$ cat config.mk
export PLATFORM = sky130hd
export DESIGN_NAME = frame_loader
export DESIGN_NICKNAME = d
export VERILOG_FILES = /design/src/rtl/frame_loader.sv
export SDC_FILE = /design/constraint.sdc
export NUM_CORES = 1
export LEC_CHECK = 0
export CAP_MARGIN = 25
export CORE_MARGIN = 3
export CORE_UTILIZATION = 50
export CTS_BUF_LIST = sky130_fd_sc_hd__clkbuf_8
export CTS_CLUSTER_DIAMETER = 30
export DETAILED_ROUTE_END_ITERATION = 8
export PLACE_DENSITY = 0.75
export SLEW_MARGIN = 20
export SYNTH_ARGS = -nofsm -noshare
export SYNTH_HDL_FRONTEND = slang
export SYNTH_SLANG_ARGS = --single-unit
$ cat constraint.sdc
create_clock -name clk -period 6.55 [get_ports clk]
set_input_delay 1.31 -clock clk [delete_from_list [all_inputs] [get_ports clk]]
set_output_delay 1.31 -clock clk [all_outputs]
set_load 0.02 [all_outputs]
$ cat src/rtl/frame_loader.sv
// frame_loader
//   Write side of the frame buffer. Packs pairs of bytes from the UART
//   receiver into RGB444 pixels and writes them in row-major order into the
//   W x H frame RAM. It runs only while the system state is LOAD_STATE.
//
//   state | meaning
//   ------+-----------------------------------------------------------
//   IDLE    | not loading; pixel counter held at 0
//   WAIT_HI | waiting for the high byte (R nibble in bits [3:0])
//   WAIT_LO | high byte latched; waiting for the low byte {G,B}, timeout armed
//   DONE    | last pixel written; bytes ignored until state leaves LOAD_STATE
//
// Ports
//   clk, rst          system clock, asynchronous active-high reset
//   state             current system state code
//   rx_data, rx_valid received byte and its one-cycle strobe
//   ram_we            one-cycle write pulse per pixel, 1 clk after the low byte
//   ram_addr          pixel index of the write (held between writes)
//   ram_wdata         pixel {R,G,B} (held between writes)
//   busy              high in WAIT_HI / WAIT_LO
//   load_done         one-cycle pulse, the cycle after the write of the last pixel
module frame_loader #(
   parameter int          W          = 200,
   parameter int          H          = 150,
   parameter int          ADDR_W     = 15,
   parameter logic [7:0]  LOAD_STATE = 8'h02,
   parameter int          TIMEOUT    = 50000
) (
   input  logic              clk,
   input  logic              rst,
   input  logic [7:0]        state,
   input  logic [7:0]        rx_data,
   input  logic              rx_valid,
   output logic              ram_we,
   output logic [ADDR_W-1:0] ram_addr,
   output logic [11:0]       ram_wdata,
   output logic              busy,
   output logic              load_done
);

   localparam logic [ADDR_W-1:0] LAST_PIX = ADDR_W'(W * H - 1);
   localparam int                TMO_W    = $clog2(TIMEOUT + 1);
   localparam logic [TMO_W-1:0]  TMO_LOAD = TMO_W'(TIMEOUT - 1);

   typedef enum logic [1:0] {IDLE, WAIT_HI, WAIT_LO, DONE} fsm_t;

   fsm_t              cur_st, nxt_st;
   logic              active;
   logic              pix_write;
   logic [3:0]        hi_q;
   logic [ADDR_W-1:0] pix_q;
   logic [TMO_W-1:0]  tmo_q;

   assign active = (state == LOAD_STATE);
   assign busy   = (cur_st == WAIT_HI) || (cur_st == WAIT_LO);

   always_ff @(posedge clk or posedge rst) begin
      if (rst) cur_st <= IDLE;
      else     cur_st <= nxt_st;
   end

   // Leaving LOAD_STATE takes priority over a byte arriving in the same cycle.
   always_comb begin
      nxt_st    = cur_st;
      pix_write = 1'b0;
      case (cur_st)
         IDLE:    if (active) nxt_st = WAIT_HI;
         WAIT_HI: begin
            if (!active)       nxt_st = IDLE;
            else if (rx_valid) nxt_st = WAIT_LO;
         end
         WAIT_LO: begin
            if (!active) nxt_st = IDLE;
            else if (rx_valid) begin
               pix_write = 1'b1;
               nxt_st    = (pix_q == LAST_PIX) ? DONE : WAIT_HI;
            end
            else if (tmo_q == '0) nxt_st = WAIT_HI;
         end
         DONE:    if (!active) nxt_st = IDLE;
         default: nxt_st = IDLE;
      endcase
   end

   // Timeout is a down-counter loaded while waiting for the high byte; a byte
   // arriving in the terminal-count cycle still completes the pixel.
   always_ff @(posedge clk or posedge rst) begin
      if (rst) begin
         tmo_q <= '0;
         hi_q  <= '0;
         pix_q <= '0;
      end
      else begin
         if (cur_st == WAIT_HI)
            tmo_q <= TMO_LOAD;
         else if (cur_st == WAIT_LO && !rx_valid && tmo_q != '0)
            tmo_q <= tmo_q - 1'b1;

         if (cur_st == WAIT_HI && active && rx_valid)
            hi_q <= rx_data[3:0];

         if (cur_st == IDLE)
            pix_q <= '0;
         else if (pix_write && pix_q != LAST_PIX)
            pix_q <= pix_q + 1'b1;
      end
   end

   always_ff @(posedge clk or posedge rst) begin
      if (rst) begin
         ram_we    <= 1'b0;
         ram_addr  <= '0;
         ram_wdata <= '0;
         load_done <= 1'b0;
      end
      else begin
         ram_we    <= pix_write;
         load_done <= ram_we && (ram_addr == LAST_PIX);
         if (pix_write) begin
            ram_addr  <= pix_q;
            ram_wdata <= {hi_q, rx_data};
         end
      end
   end

endmodule

======== Word-level counts from Yosys, hierarchy flattened ========
Index checks and enable logic that the tools add are counted.
W data, S select, Z words.
operators by class
  reductions and logical operators ........ 14
  multiplexer cells ....................... 16
  add/subtract/negate cells ............... 2
  eq/ne operators ......................... 11
operators by type and width
  kind                     number
  $mux W16                 2
  $eq A15 B15 Y1 const B   2
  $mux W15                 2
  $logic_not A16 Y1        1
  $mux W2                  8
  $reduce_bool A16 Y1      1
  $sub A16 B1 Y16 const B  1
  $add A15 B1 Y15 const B  1
  $ne A15 B15 Y1 const B   1
  $eq A8 B2 Y1 const B     1
  $pmux W2 S4              1
  $logic_and A1 B1 Y1      6
  $eq A2 B2 Y1 const B     2
  $ne A2 B2 Y1 const B     2
  $ne A4 B4 Y1 const B     1
  $reduce_and A4 Y1        1
  $reduce_bool A2 Y1       2
  $mux W1                  3
  $ne A3 B3 Y1 const B     1
  $eq A2 B1 Y1 const B     1
  $logic_not A2 Y1         1
  $logic_not A1 Y1         1
  $logic_or A1 B1 Y1       1
storage, ports and cells
  input port bits ......................... 19
  flip-flop bits (word level) ............. 66
  output and inout bits ................... 30
  logic and storage cells ................. 51

======== Longest topological paths before layout ========
  depth in word-level cells ............... 6
  gate-level depth with buffers ........... 9
  mapped depth without buffers ............ 7

======== Least setup slack after synthesis ========
Ideal clock, no wire load.
  path type ............................... input -> register
  start ................................... in state[5]
  end ..................................... reg pix_q[7]
  path buffers ............................ 1
  arrival ................................. 3095 ps
  stages on the path ...................... 5
  setup time .............................. 78 ps
  path slack .............................. 3377 ps
  data required time ...................... 6472 ps
  cell sequence ........................... or4_4 or4_1 buf_2 or4_1 a21oi_1
between the ends
  word-level cells in the longest chain between the ends .. 5
RTL lines
  element                       RTL line  text
  start, declared               31        input logic [7:0] state,
  $eq A8 B2 Y1                  54        assign active = (state == LOAD_STATE);
  $mux W1                       73        if (!active) nxt_st = IDLE;
  $mux W1                       66        case (cur_st)
  $logic_and A1 B1 Y1           104       else if (pix_write && pix_q != LAST_PIX)
  $reduce_bool A2 Y1 (no line)  --
  end signal, assigned          105       pix_q <= pix_q + 1'b1;
  end, declared                 51        logic [ADDR_W-1:0] pix_q;
No other way between the ends.
A chain may end at the register's enable or synchronous reset.

======== Worst setup path in the final report ========
  start ................................... in state[5]
  end ..................................... reg pix_q[2]
Same word-level chain as after synthesis.

==> impl_metrics.csv <==
group,metric,value,unit
global_routing,grtUsageMet2,28.9,%
synth,syn_area_per_cell,10.1,µm²
worst_setup_path,slowest_delay,550,ps
die,die_h,86.4,µm
clock_network,clk_root_buffer_cell,"clkbuf_8",
synth,yosys_warnings,0,
pwr,finalPower,0.806,mW
synth,netlist.area_leader.share,51.0,%
cells_and_area,final_core_util,65.2,%
clock_network,cts_resized,0,
timing,finalSetupViolations,0,
global_routing,grt_max_degree,67,
worst_setup_path,crit_path_top_delay_cell,"or4_4",
timing,clock.fmax,0.273,GHz
global_routing,grt_use_total,19.8,%
worst_setup_path,cp-start-kind,"input pin",
timing,period_needed,3660,ps
routing,wire_per_inst,14.9,µm
cells_and_area,nets,391,
cells_and_area,final_cells,446,
worst_setup_path,path_delay_family,"buffers and inverters",
clock_network,cts_sinks,66,
die,core,6100,µm²
worst_setup_path,endpoint_kind,"flop",
routing,vias,2609,
routing,viasPerCell,5.85,
worst_setup_path,crit_required,6780,ps
routing,firstDrtPassIters,4,
job,cap_violations,0,
worst_setup_path,path_cells,"clkdlybuf4s50_1 -> or4_4 -> or3_1 -> buf_4 -> inv_1 -> nand3_1 -> mux2_2",
global_routing,use_met1,28.4,%
synth,synth.largest_area_cell,"dfrtp_1",
clock_network,clkSlewWorstSetupHoldPaths,70,ps
clock_network,cts_made_buffers,9,
synth,synthDistinctLibCells,37,
cells_and_area,final_common_cell,"dfrtp_1",
worst_setup_path,worstPathMaxFanout,39,
timing,fin_tns_setup,0,ps
die,rows,28,
clock_network,cts_max_path_buffers,2,
placement,gp_congestion,0.836,
global_routing,met3_usage,4.47,%
timing,tightest_slew,887,ps
synth,seq_area_frac_synth,51.0,%
pwr,p_leak,1.66,nW
die,dieArea,7470,µm²
cells_and_area,num_antenna_cells,0,
run_status,outcome,"complete, no violations",
worst_setup_path,critPathKind,"input pin to flop",
timing,rsz0062_at_grt,"no",
cells_and_area,drive_above_1_share,12.4,%
timing,period_share,55.9,%
timing,setup_ws,2890,ps
global_routing,grt_pass1_vias,2500,
clock_network,postCtsSetupBuffers,0,
global_routing,antenna_found_initial,0,
die,start_util,53.1,%
timing,slew_headroom,40.3,%
placement,dp_slack,2510,ps
worst_setup_path,arrival,3890,ps
clock_network,insertion_delay,340,ps
die,die_w,86.4,µm
placement,port_buffers,48,
global_routing,grt.busiest_layer,"met2",
clock_network,cts_tree,"built",
pwr,max-vdd-ir-drop,121,µV
clock_network,cts_hold_buffers,0,
die,io-pin-count,49,
cells_and_area,syn_to_final_growth,22.9,%
pwr,power_density,203,nW/µm²
placement,hpwl,4.53,mm
timing,fin_skew,6.47,ps
synth,synth_cells,319,
routing,wl,6.63,mm
clock_network,cts-htree-levels,3,
synth,ys_ff_latch,66,
global_routing,gr-total-overflow,0,
routing,detail-route-antenna-nets,0,
timing,hold_viol_final,0,
placement,dpl.cell_count,430,
worst_hold_path,hold_path.class,"flop to flop",
synth,syn-cell-area,3240,µm²
timing,slew_viol_final,0,
cells_and_area,mostFrequentLayoutCells,"66 x dfrtp_1, 48 x nand2_1, 48 x clkdlybuf4s50_1",
synth,synth_area_leaders,"dfrtp_1 51%, mux2_2 7.3%, nand2_1 5.6%",
routing,first_iter_violations,169,
global_routing,grt_pass1_wl,11.7,mm
routing,drc,0,
synth,syn_nets,344,
worst_setup_path,critPathBufInv,3,
-- synthesized netlist by cell type (all sizes together) --
master / number
nor2: 12
nand3: 11
nor3: 4
mux2: 21
o31ai: 15
nand4: 5
or4bb: 2
nor4: 11
clkbuf: 11
nand3b: 1
nand2b: 3
o41ai: 1
o2bb2a: 1
a2bb2oi: 1
or2: 2
o311ai: 2
o2111ai: 1
ha: 6
a21oi: 17
mux2i: 4
buf: 4
nand4b: 2
o211ai: 1
dfrtp: 66
or4: 17
o21ai: 9
inv: 12
o31a: 1
or4b: 3
nand2: 48
or3: 14
and4: 2
a21boi: 1
nor2b: 8
-- cells by family after synthesis --
| family | count (synthesis) | share of synthesized area, % |
|---|---|---|
| and+or+nand+nor | 145 | 24.9 |
| DFF | 66 | 51.0 |
| AOI/OAI and AO/OA | 50 | 9.90 |
| buffers and inverters | 27 | 3.29 |
| muxes | 25 | 8.55 |
| adders and majority gates | 6 | 2.32 |
-- state kept, by name, indices dropped and copies added (netlist names) --
register   flops
cur_st         2
hi_q           4
load_done      1
pix_q         15
ram_addr      15
ram_wdata     12
ram_we         1
tmo_q         16
-- through the flow --
step           hold slack (ps)  instance area (µm²)
2_1_floorplan              475                 3240
3_3_place_gp               480                 3780
3_5_place_dp               484                 3780
4_1_cts                    501                 3980
5_1_grt                    512                 3980
6_report                   498                 3980
-- final timing paths --
path / cells after the start / slack [ps] / startpoint / to
worst max-delay path: 7 / 2890 / state[5] / pix_q[2]$_DFFE_PP0P_
worst min-delay path: 2 / 500 / ram_addr[8]$_DFFE_PP0P_ / ram_addr[8]$_DFFE_PP0P_
worst max register to register: 5 / 3870 / cur_st[1]$_DFFE_PP0P_ / hi_q[0]$_DFFE_PP0P_
worst min register to register: 2 / 500 / ram_addr[8]$_DFFE_PP0P_ / ram_addr[8]$_DFFE_PP0P_
max in group asynchronous: 3 / 4480 / rst / ram_wdata[3]$_DFFE_PP0P_
min in group asynchronous: 3 / 1530 / rst / tmo_q[15]$_DFFE_PP0P_
-- power by group --
group	internal [mW]	switching [mW]	total (mW)
registers	0.412	0.00516	0.417
clock network	0.192	0.147	0.339
logic	0.0216	0.0286	0.0502
-- per-layer routing --
| layer | up-vias | part of all wire (%) |
|---|---|---|
| li1 | 1267 | - |
| met1 | 1262 | 50 |
| met2 | 72 | 44 |
| met3 | 8 | 4.5 |
| met4 | 0 | 1.3 |
| met5 | - | 0 |
-- cell type report --
| cell class | instances | area (µm²) |
|---|---|---|
| tap | 75 | 93.8 |
| fill | 514 | 2120 |
| clock buffer | 11 | 151 |
| inverter | 12 | 45.0 |
| clock inverter | 5 | 46.3 |
| timing repair buffer | 51 | 503 |
| multi-input combinational | 226 | 1480 |
| sequential | 66 | 1650 |
-- worst reg2reg max path, delay by kind of cell, from the launching register on --
family                     cells  cell delay [ps]
adders and majority gates      1              520
buffers and inverters          2              400
DFF                            1              420
muxes                          1              420
and+or+nand+nor                1              820
Power figures use the tool's default switching activity.
